File: src/rtl/stream_accel_wrapper.sv
// stream_accel_wrapper: buffers one DMA frame, streams it into a frame core and drains the result frame.
// Optional ACCEL_FRAME_CNT_EN adds a 16-bit completed-frame counter output frame_cnt.
module stream_accel_wrapper #(
   parameter int DATA_W    = 32,
   parameter int FRAME_LEN = 32
) (
   input  logic              clk,
   input  logic              rst,
   input  logic [DATA_W-1:0] s_data,
   input  logic              s_valid,
   output logic              s_ready,
   output logic [DATA_W-1:0] m_data,
   output logic              m_valid,
   input  logic              m_rd,
   output logic              core_next,
   output logic [DATA_W-1:0] core_in,
   input  logic              core_next_out,
   input  logic [DATA_W-1:0] core_out,
   output logic              dev_ready,
   output logic              dev_busy,
   output logic              frame_done,
   output logic              ovf_err,
   output logic              unf_err,
`ifdef ACCEL_FRAME_CNT_EN
   output logic [15:0]       frame_cnt,
`endif
   input  logic              err_clr
);
   localparam int CW = $clog2(FRAME_LEN + 1);
   localparam int PW = $clog2(FRAME_LEN);
   localparam logic [CW-1:0] FULL = CW'(FRAME_LEN);
   localparam logic [PW-1:0] PMAX = PW'(FRAME_LEN - 1);
   typedef enum logic [2:0] {IDLE, FILL_IN, STREAM, WAIT_OUT, FLUSH} state_t;
   state_t state_q, state_d;
   logic [DATA_W-1:0] in_mem_q [FRAME_LEN];
   logic [DATA_W-1:0] out_mem_q [FRAME_LEN];
   logic [PW-1:0] in_wp_q, in_wp_d, in_rp_q, in_rp_d, out_wp_q, out_wp_d, out_rp_q, out_rp_d;
   logic [CW-1:0] in_cnt_q, in_cnt_d, out_cnt_q, out_cnt_d, wr_cnt_q, wr_cnt_d;
   logic cap_q, cap_d, core_next_q, core_next_d, dev_ready_q, dev_ready_d, dev_busy_q, dev_busy_d;
   logic frame_done_q, frame_done_d, ovf_q, ovf_d, unf_q, unf_d;
   logic acc, rd, pop, wr, flush_done;

   function automatic logic [PW-1:0] inc(input logic [PW-1:0] p);
      return p == PMAX ? '0 : p + PW'(1);
   endfunction

   always_comb begin
      s_ready = (state_q == IDLE || state_q == FILL_IN || state_q == FLUSH) && in_cnt_q != FULL;
      m_valid = out_cnt_q != '0;
      acc = s_valid & s_ready;
      rd = state_q == STREAM;
      pop = m_rd & m_valid;
      // wr_cnt_q stays at FULL until the frame drains, so a stray pulse cannot re-arm capture
      wr = cap_q | (core_next_out & (wr_cnt_q == '0) & (state_q == STREAM || state_q == WAIT_OUT));
      in_cnt_d = in_cnt_q + CW'(acc) - CW'(rd);
      out_cnt_d = out_cnt_q + CW'(wr) - CW'(pop);
      flush_done = state_q == FLUSH && out_cnt_d == '0;
      wr_cnt_d = flush_done ? '0 : wr_cnt_q + CW'(wr);
      cap_d = wr && wr_cnt_d != FULL;
      in_wp_d = acc ? inc(in_wp_q) : in_wp_q;
      in_rp_d = rd ? inc(in_rp_q) : in_rp_q;
      out_wp_d = wr ? inc(out_wp_q) : out_wp_q;
      out_rp_d = pop ? inc(out_rp_q) : out_rp_q;
      state_d = (state_q == IDLE || state_q == FILL_IN) ?
                   (in_cnt_d == FULL ? STREAM : in_cnt_d != '0 ? FILL_IN : state_q) :
                state_q == STREAM ?
                   (in_cnt_q == CW'(1) ? (wr_cnt_d == FULL ? FLUSH : WAIT_OUT) : STREAM) :
                state_q == WAIT_OUT ? (wr_cnt_d == FULL ? FLUSH : WAIT_OUT) :
                flush_done ? (in_cnt_d == FULL ? STREAM : in_cnt_d != '0 ? FILL_IN : IDLE) : FLUSH;
      core_next_d = state_d == STREAM && state_q != STREAM;
      dev_ready_d = state_d == IDLE;
      dev_busy_d = state_d == FILL_IN || state_d == STREAM || state_d == WAIT_OUT;
      frame_done_d = flush_done;
      ovf_d = (s_valid & ~s_ready) | (ovf_q & ~err_clr);
      unf_d = (m_rd & ~m_valid) | (unf_q & ~err_clr);
      core_in = rd ? in_mem_q[in_rp_q] : '0;
      m_data = m_valid ? out_mem_q[out_rp_q] : '0;
   end

   always_ff @(posedge clk) begin
      if (rst) begin
         state_q <= IDLE;
         in_wp_q <= '0;
         in_rp_q <= '0;
         out_wp_q <= '0;
         out_rp_q <= '0;
         in_cnt_q <= '0;
         out_cnt_q <= '0;
         wr_cnt_q <= '0;
         cap_q <= 1'b0;
         core_next_q <= 1'b0;
         dev_ready_q <= 1'b1;
         dev_busy_q <= 1'b0;
         frame_done_q <= 1'b0;
         ovf_q <= 1'b0;
         unf_q <= 1'b0;
      end else begin
         state_q <= state_d;
         in_wp_q <= in_wp_d;
         in_rp_q <= in_rp_d;
         out_wp_q <= out_wp_d;
         out_rp_q <= out_rp_d;
         in_cnt_q <= in_cnt_d;
         out_cnt_q <= out_cnt_d;
         wr_cnt_q <= wr_cnt_d;
         cap_q <= cap_d;
         core_next_q <= core_next_d;
         dev_ready_q <= dev_ready_d;
         dev_busy_q <= dev_busy_d;
         frame_done_q <= frame_done_d;
         ovf_q <= ovf_d;
         unf_q <= unf_d;
      end
   end

   always_ff @(posedge clk) begin
      if (acc) in_mem_q[in_wp_q] <= s_data;
      if (wr) out_mem_q[out_wp_q] <= core_out;
   end

   assign core_next = core_next_q;
   assign dev_ready = dev_ready_q;
   assign dev_busy = dev_busy_q;
   assign frame_done = frame_done_q;
   assign ovf_err = ovf_q;
   assign unf_err = unf_q;

`ifdef ACCEL_FRAME_CNT_EN
   logic [15:0] frame_cnt_q, frame_cnt_d;
   always_comb frame_cnt_d = frame_cnt_q + 16'(flush_done);
   always_ff @(posedge clk) frame_cnt_q <= rst ? '0 : frame_cnt_d;
   assign frame_cnt = frame_cnt_q;
`endif
endmodule

File: config.mk
export PLATFORM = sky130hd
export DESIGN_NAME = stream_accel_wrapper
export DESIGN_NICKNAME = d
export VERILOG_FILES = /design/src/rtl/stream_accel_wrapper.sv
export SDC_FILE = /design/constraint.sdc
export NUM_CORES = 2
export LEC_CHECK = 0
export BUFFER_PORTS_ARGS = -buffer_cell sky130_fd_sc_hd__buf_2
export CAP_MARGIN = 20
export CORE_MARGIN = 5
export CORE_UTILIZATION = 25
export CTS_CLUSTER_DIAMETER = 120
export DETAILED_ROUTE_END_ITERATION = 7
export PLACE_DENSITY = 0.48
export SYNTH_ARGS = -nofsm -noshare
export SYNTH_HDL_FRONTEND = slang
export SYNTH_SLANG_ARGS = --single-unit
export TNS_END_PERCENT = 1
File: constraint.sdc
create_clock -name clk -period 5.3 [get_ports clk]
set_clock_uncertainty 0.1 [all_clocks]
set_input_delay 0 -clock clk [delete_from_list [all_inputs] [get_ports clk]]
set_output_delay 0 -clock clk [all_outputs]
set_load 0.02 [all_outputs]
==> results.yml <==
detailed_routing:
  vias: 36800
  vias_per_cell: 4.44
  drc_errors: 0
  first_pass_iters: 5
  drt_iter0_markers: 3053
  wl_per_cell_um: 25.1
  ant_nets: 0
  wirelength_um: 208000
logic_synthesis:
  synthCells: 3377
  synth-async-reset-ratio: 0
  ys_types: 57
  synthAdderAreaFrac: 0.00561
  netlist.area_leader.share: 0.762
  synthXorXnorAreaFrac: 0.000760
  ys_top_cells_by_count: "edfxtp_1 (2048), mux4_2 (640), nor2_1 (159), clkbuf_1 (100), mux2i_1 (66)"
  synthSimpleGateAreaFrac: 0.0151
  syn-num-nets: 3482
  yosys_register_bits: 2106
  synth.avg_cell_area_um2: 23.9
  synth-main-ff-cell: "edfxtp_1"
  syn_area_um2: 80700
  yosysMostFrequentCell: "edfxtp_1"
  synth_edf_count: 2048
  ys_seq_area_frac: 0.776
  synth_warnings: 0
  synth_compound_area_frac: 0.00522
  synth_area_leader_cell: "edfxtp_1"
  synthMuxAreaShare: 0.187
  synth_top_family_by_area: "multiplexers"
  ys_top_cells_by_area: "edfxtp_1 (76%), mux4_2 (18%), dfxtp_1 (1.4%)"
power_and_ir_drop:
  total_power_mw: 39.9
  vdd_drop_max_v: 0.000279
  power.leakage_nw: 28.6
  p_per_area_nw_per_um2: 414
critical_path:
  crit_required_ps: 5970
  critPathTopFamily: "compound AO/OA/AOI/OAI gates"
  path_buf_inv: 4
  crit_path_end_kind: "flip-flop"
  regToRegEndpoint: "dev_busy"
  arrival_ps: 5000
  worst_path_max_delay_cell: "fa_1"
  worstSetupPathType: "reg2reg"
  r2r_start: "in_cnt_q[2]"
  worstPathMaxFanout: 8
  crit_path_max_incr_delay_ps: 420
  crit_chain: "inv_1 > ha_1 > nor4bb_1 > a211oi_1 > and2_1 > clkinv_1 > ha_1 > inv_1 > ha_1 > inv_1 > fa_1 > nor2b_1 > o21a_1 > o21a_1 > o2111ai_1 > a2111oi_4 > a21o_1 > nand2b_1"
  reg2reg_slack_ps: 970
  start_kind: "flip-flop"
  r2r_cells: 18
clock_tree:
  cts_buffer_depth: 4
  cts_tree: "done"
  numCtsBuffers: 225
  path_clk_slew_ps: 60
  root_buffer: "clkbuf_16"
  cts.sinks: 2106
  cts-htree-levels: 4
  postCtsResizedCells: 0
  insertion_delay_ps: 890
  post_cts_buffers: 0
worst_hold_path:
  whs_path_depth: 2
  whs_endpoint: "out_mem_q[0][23]"
  hold_class: "in2reg"
  hold_start: "core_out[23]"
finish:
  flow.area_growth_from_synthesis_pct: 19.2
  stdcell_count: 8280
  finalNetCount: 3888
  drive_gt1_frac: 0.335
grt:
  grt_start_max_net_pins: 56
  grt_usage: 0.122
  grt_pass1_vias: 39200
  antenna_found_initial: 16
  grt_first_pass_wirelength_um: 297000
  overflow: 0
placement:
  io_buffer_count: 141
  dp.cells: 7787
  gp_congestion: 0.727
  hpwl_um: 121000
sta:
  fmax_mhz: 231
  setup_viol: 0
  setup_tns_ps: 0
  slew_violations: 0
  rsz0062_at_grt: "no"
  fin_crit_ps: 4330
  period_share: 0.818
  timing_hold_violations_final: 0
  tightest_slew_ps: 1030
  max_slew_margin: 0.311
die:
  dieArea_um2: 334000
  io-pin-count: 142
  die_w_um: 578
  core_um2: 321000
  rows: 208
  start_util: 0.251
  die_h_um: 578
flow_run:
  cap_violations: 0
status:
  outcome: "complete, no violations"
-- metal layers --
layer	global-route usage	vias to the layer above	wire [um]
met5	0	-	46
met4	0.0303	8	4940
met3	0.0211	305	9960
met2	0.207	925	103000
met1	0.164	20300	90000
li1	-	15300	-
-- timing repair --
item	in CTS	in global routing
hold buffers	74	0
endpoints found under the setup margin	0	0
hold endpoints to repair	2105	0
-- worst max-delay path by stage --
| stage | startpoint | end | slack (ps) | cells past startpoint |
|---|---|---|---|---|
| after floorplan | in_cnt_q[2] | dev_busy | 1220 | 19 |
| after global placement | in_cnt_q[2] | dev_busy | 1100 | 18 |
| after detailed placement | in_cnt_q[2] | dev_busy | 1040 | 18 |
| after CTS | flip-flop | core_in[24] | 900 | 7 |
| after global routing | in_cnt_q[2] | dev_busy | 580 | 18 |
| final | in_cnt_q[2] | dev_busy | 970 | 18 |
-- registers in the layout, indices dropped and copies added (netlist names), 3 cells and up, named ones only --
name	flops
in_cnt_q	6
wr_cnt_q	6
out_wp_q	5
out_rp_q	5
out_cnt_q	6
state_q	3
in_rp_q	5
out_mem_q	1024
in_wp_q	5
in_mem_q	1024
-- per-stage QoR --
step                hold slack (ps)  instance area (um^2)   util  setup WS, ps
floorplan                     -28.9                 80700      -          1220
global placement                215                 88100  0.274          1100
detailed placement              209                 88100  0.274          1040
CTS                            8.23                 96200  0.299           897
global route                   54.7                 96200  0.299           578
finish                         85.9                 96200  0.299           966
-- worst reg2reg max path, cell delays in order (launching register included) --
cell	delay [ps]
dfxtp_1	340
inv_1	60
ha_1	200
nor4bb_1	150
a211oi_1	330
and2_1	370
clkinv_1	280
ha_1	350
inv_1	60
ha_1	160
inv_1	60
fa_1	420
nor2b_1	130
o21a_1	150
o21a_1	150
o2111ai_1	240
a2111oi_4	420
a21o_1	140
nand2b_1	100
-- placed cells by master, fill, tap and decap left out, types with 33 or more instances in the layout --
| cell | instances |
|---|---|
| clkinv_2 | 44 |
| mux4_2 | 640 |
| buf_2 | 141 |
| clkbuf_1 | 41 |
| edfxtp_1 | 2048 |
| clkinv_1 | 50 |
| buf_12 | 37 |
| buf_4 | 99 |
| nor2_4 | 64 |
| dlygate4sd3_1 | 74 |
| ha_1 | 33 |
| dfxtp_1 | 48 |
| mux2i_1 | 66 |
| nor2_1 | 95 |
| clkbuf_16 | 227 |
-- layout make-up --
class / count / area, um^2
flip-flops and latches: 2106 / 62700
inverters: 28 / 105
well taps: 4305 / 5390
repair buffers: 351 / 2930
clock buffers: 272 / 5890
diodes: 4 / 10.0
fillers: 30900 / 225000
clock inverters: 143 / 1480
multi-input cells: 1071 / 17700
-- report_power, final --
part	switching [mW]	internal, mW	total [mW]
logic	2.87	2.44	5.30
clock network	6.54	9.22	15.8
registers	0.233	18.6	18.8
total	9.64	30.2	39.9
-- cells by family (layout without fill, tap and decap cells) --
kind of cell    Yosys count  in the layout
compound gates           63             63
xor+xnor                  7              7
fa+ha+maj                35             35
buf+inv                 200            794
flops                  2106           2106
mux                     706            706
other cells               0              4
simple gates            260            260
No activity file was read; power rests on OpenSTA's default activity.
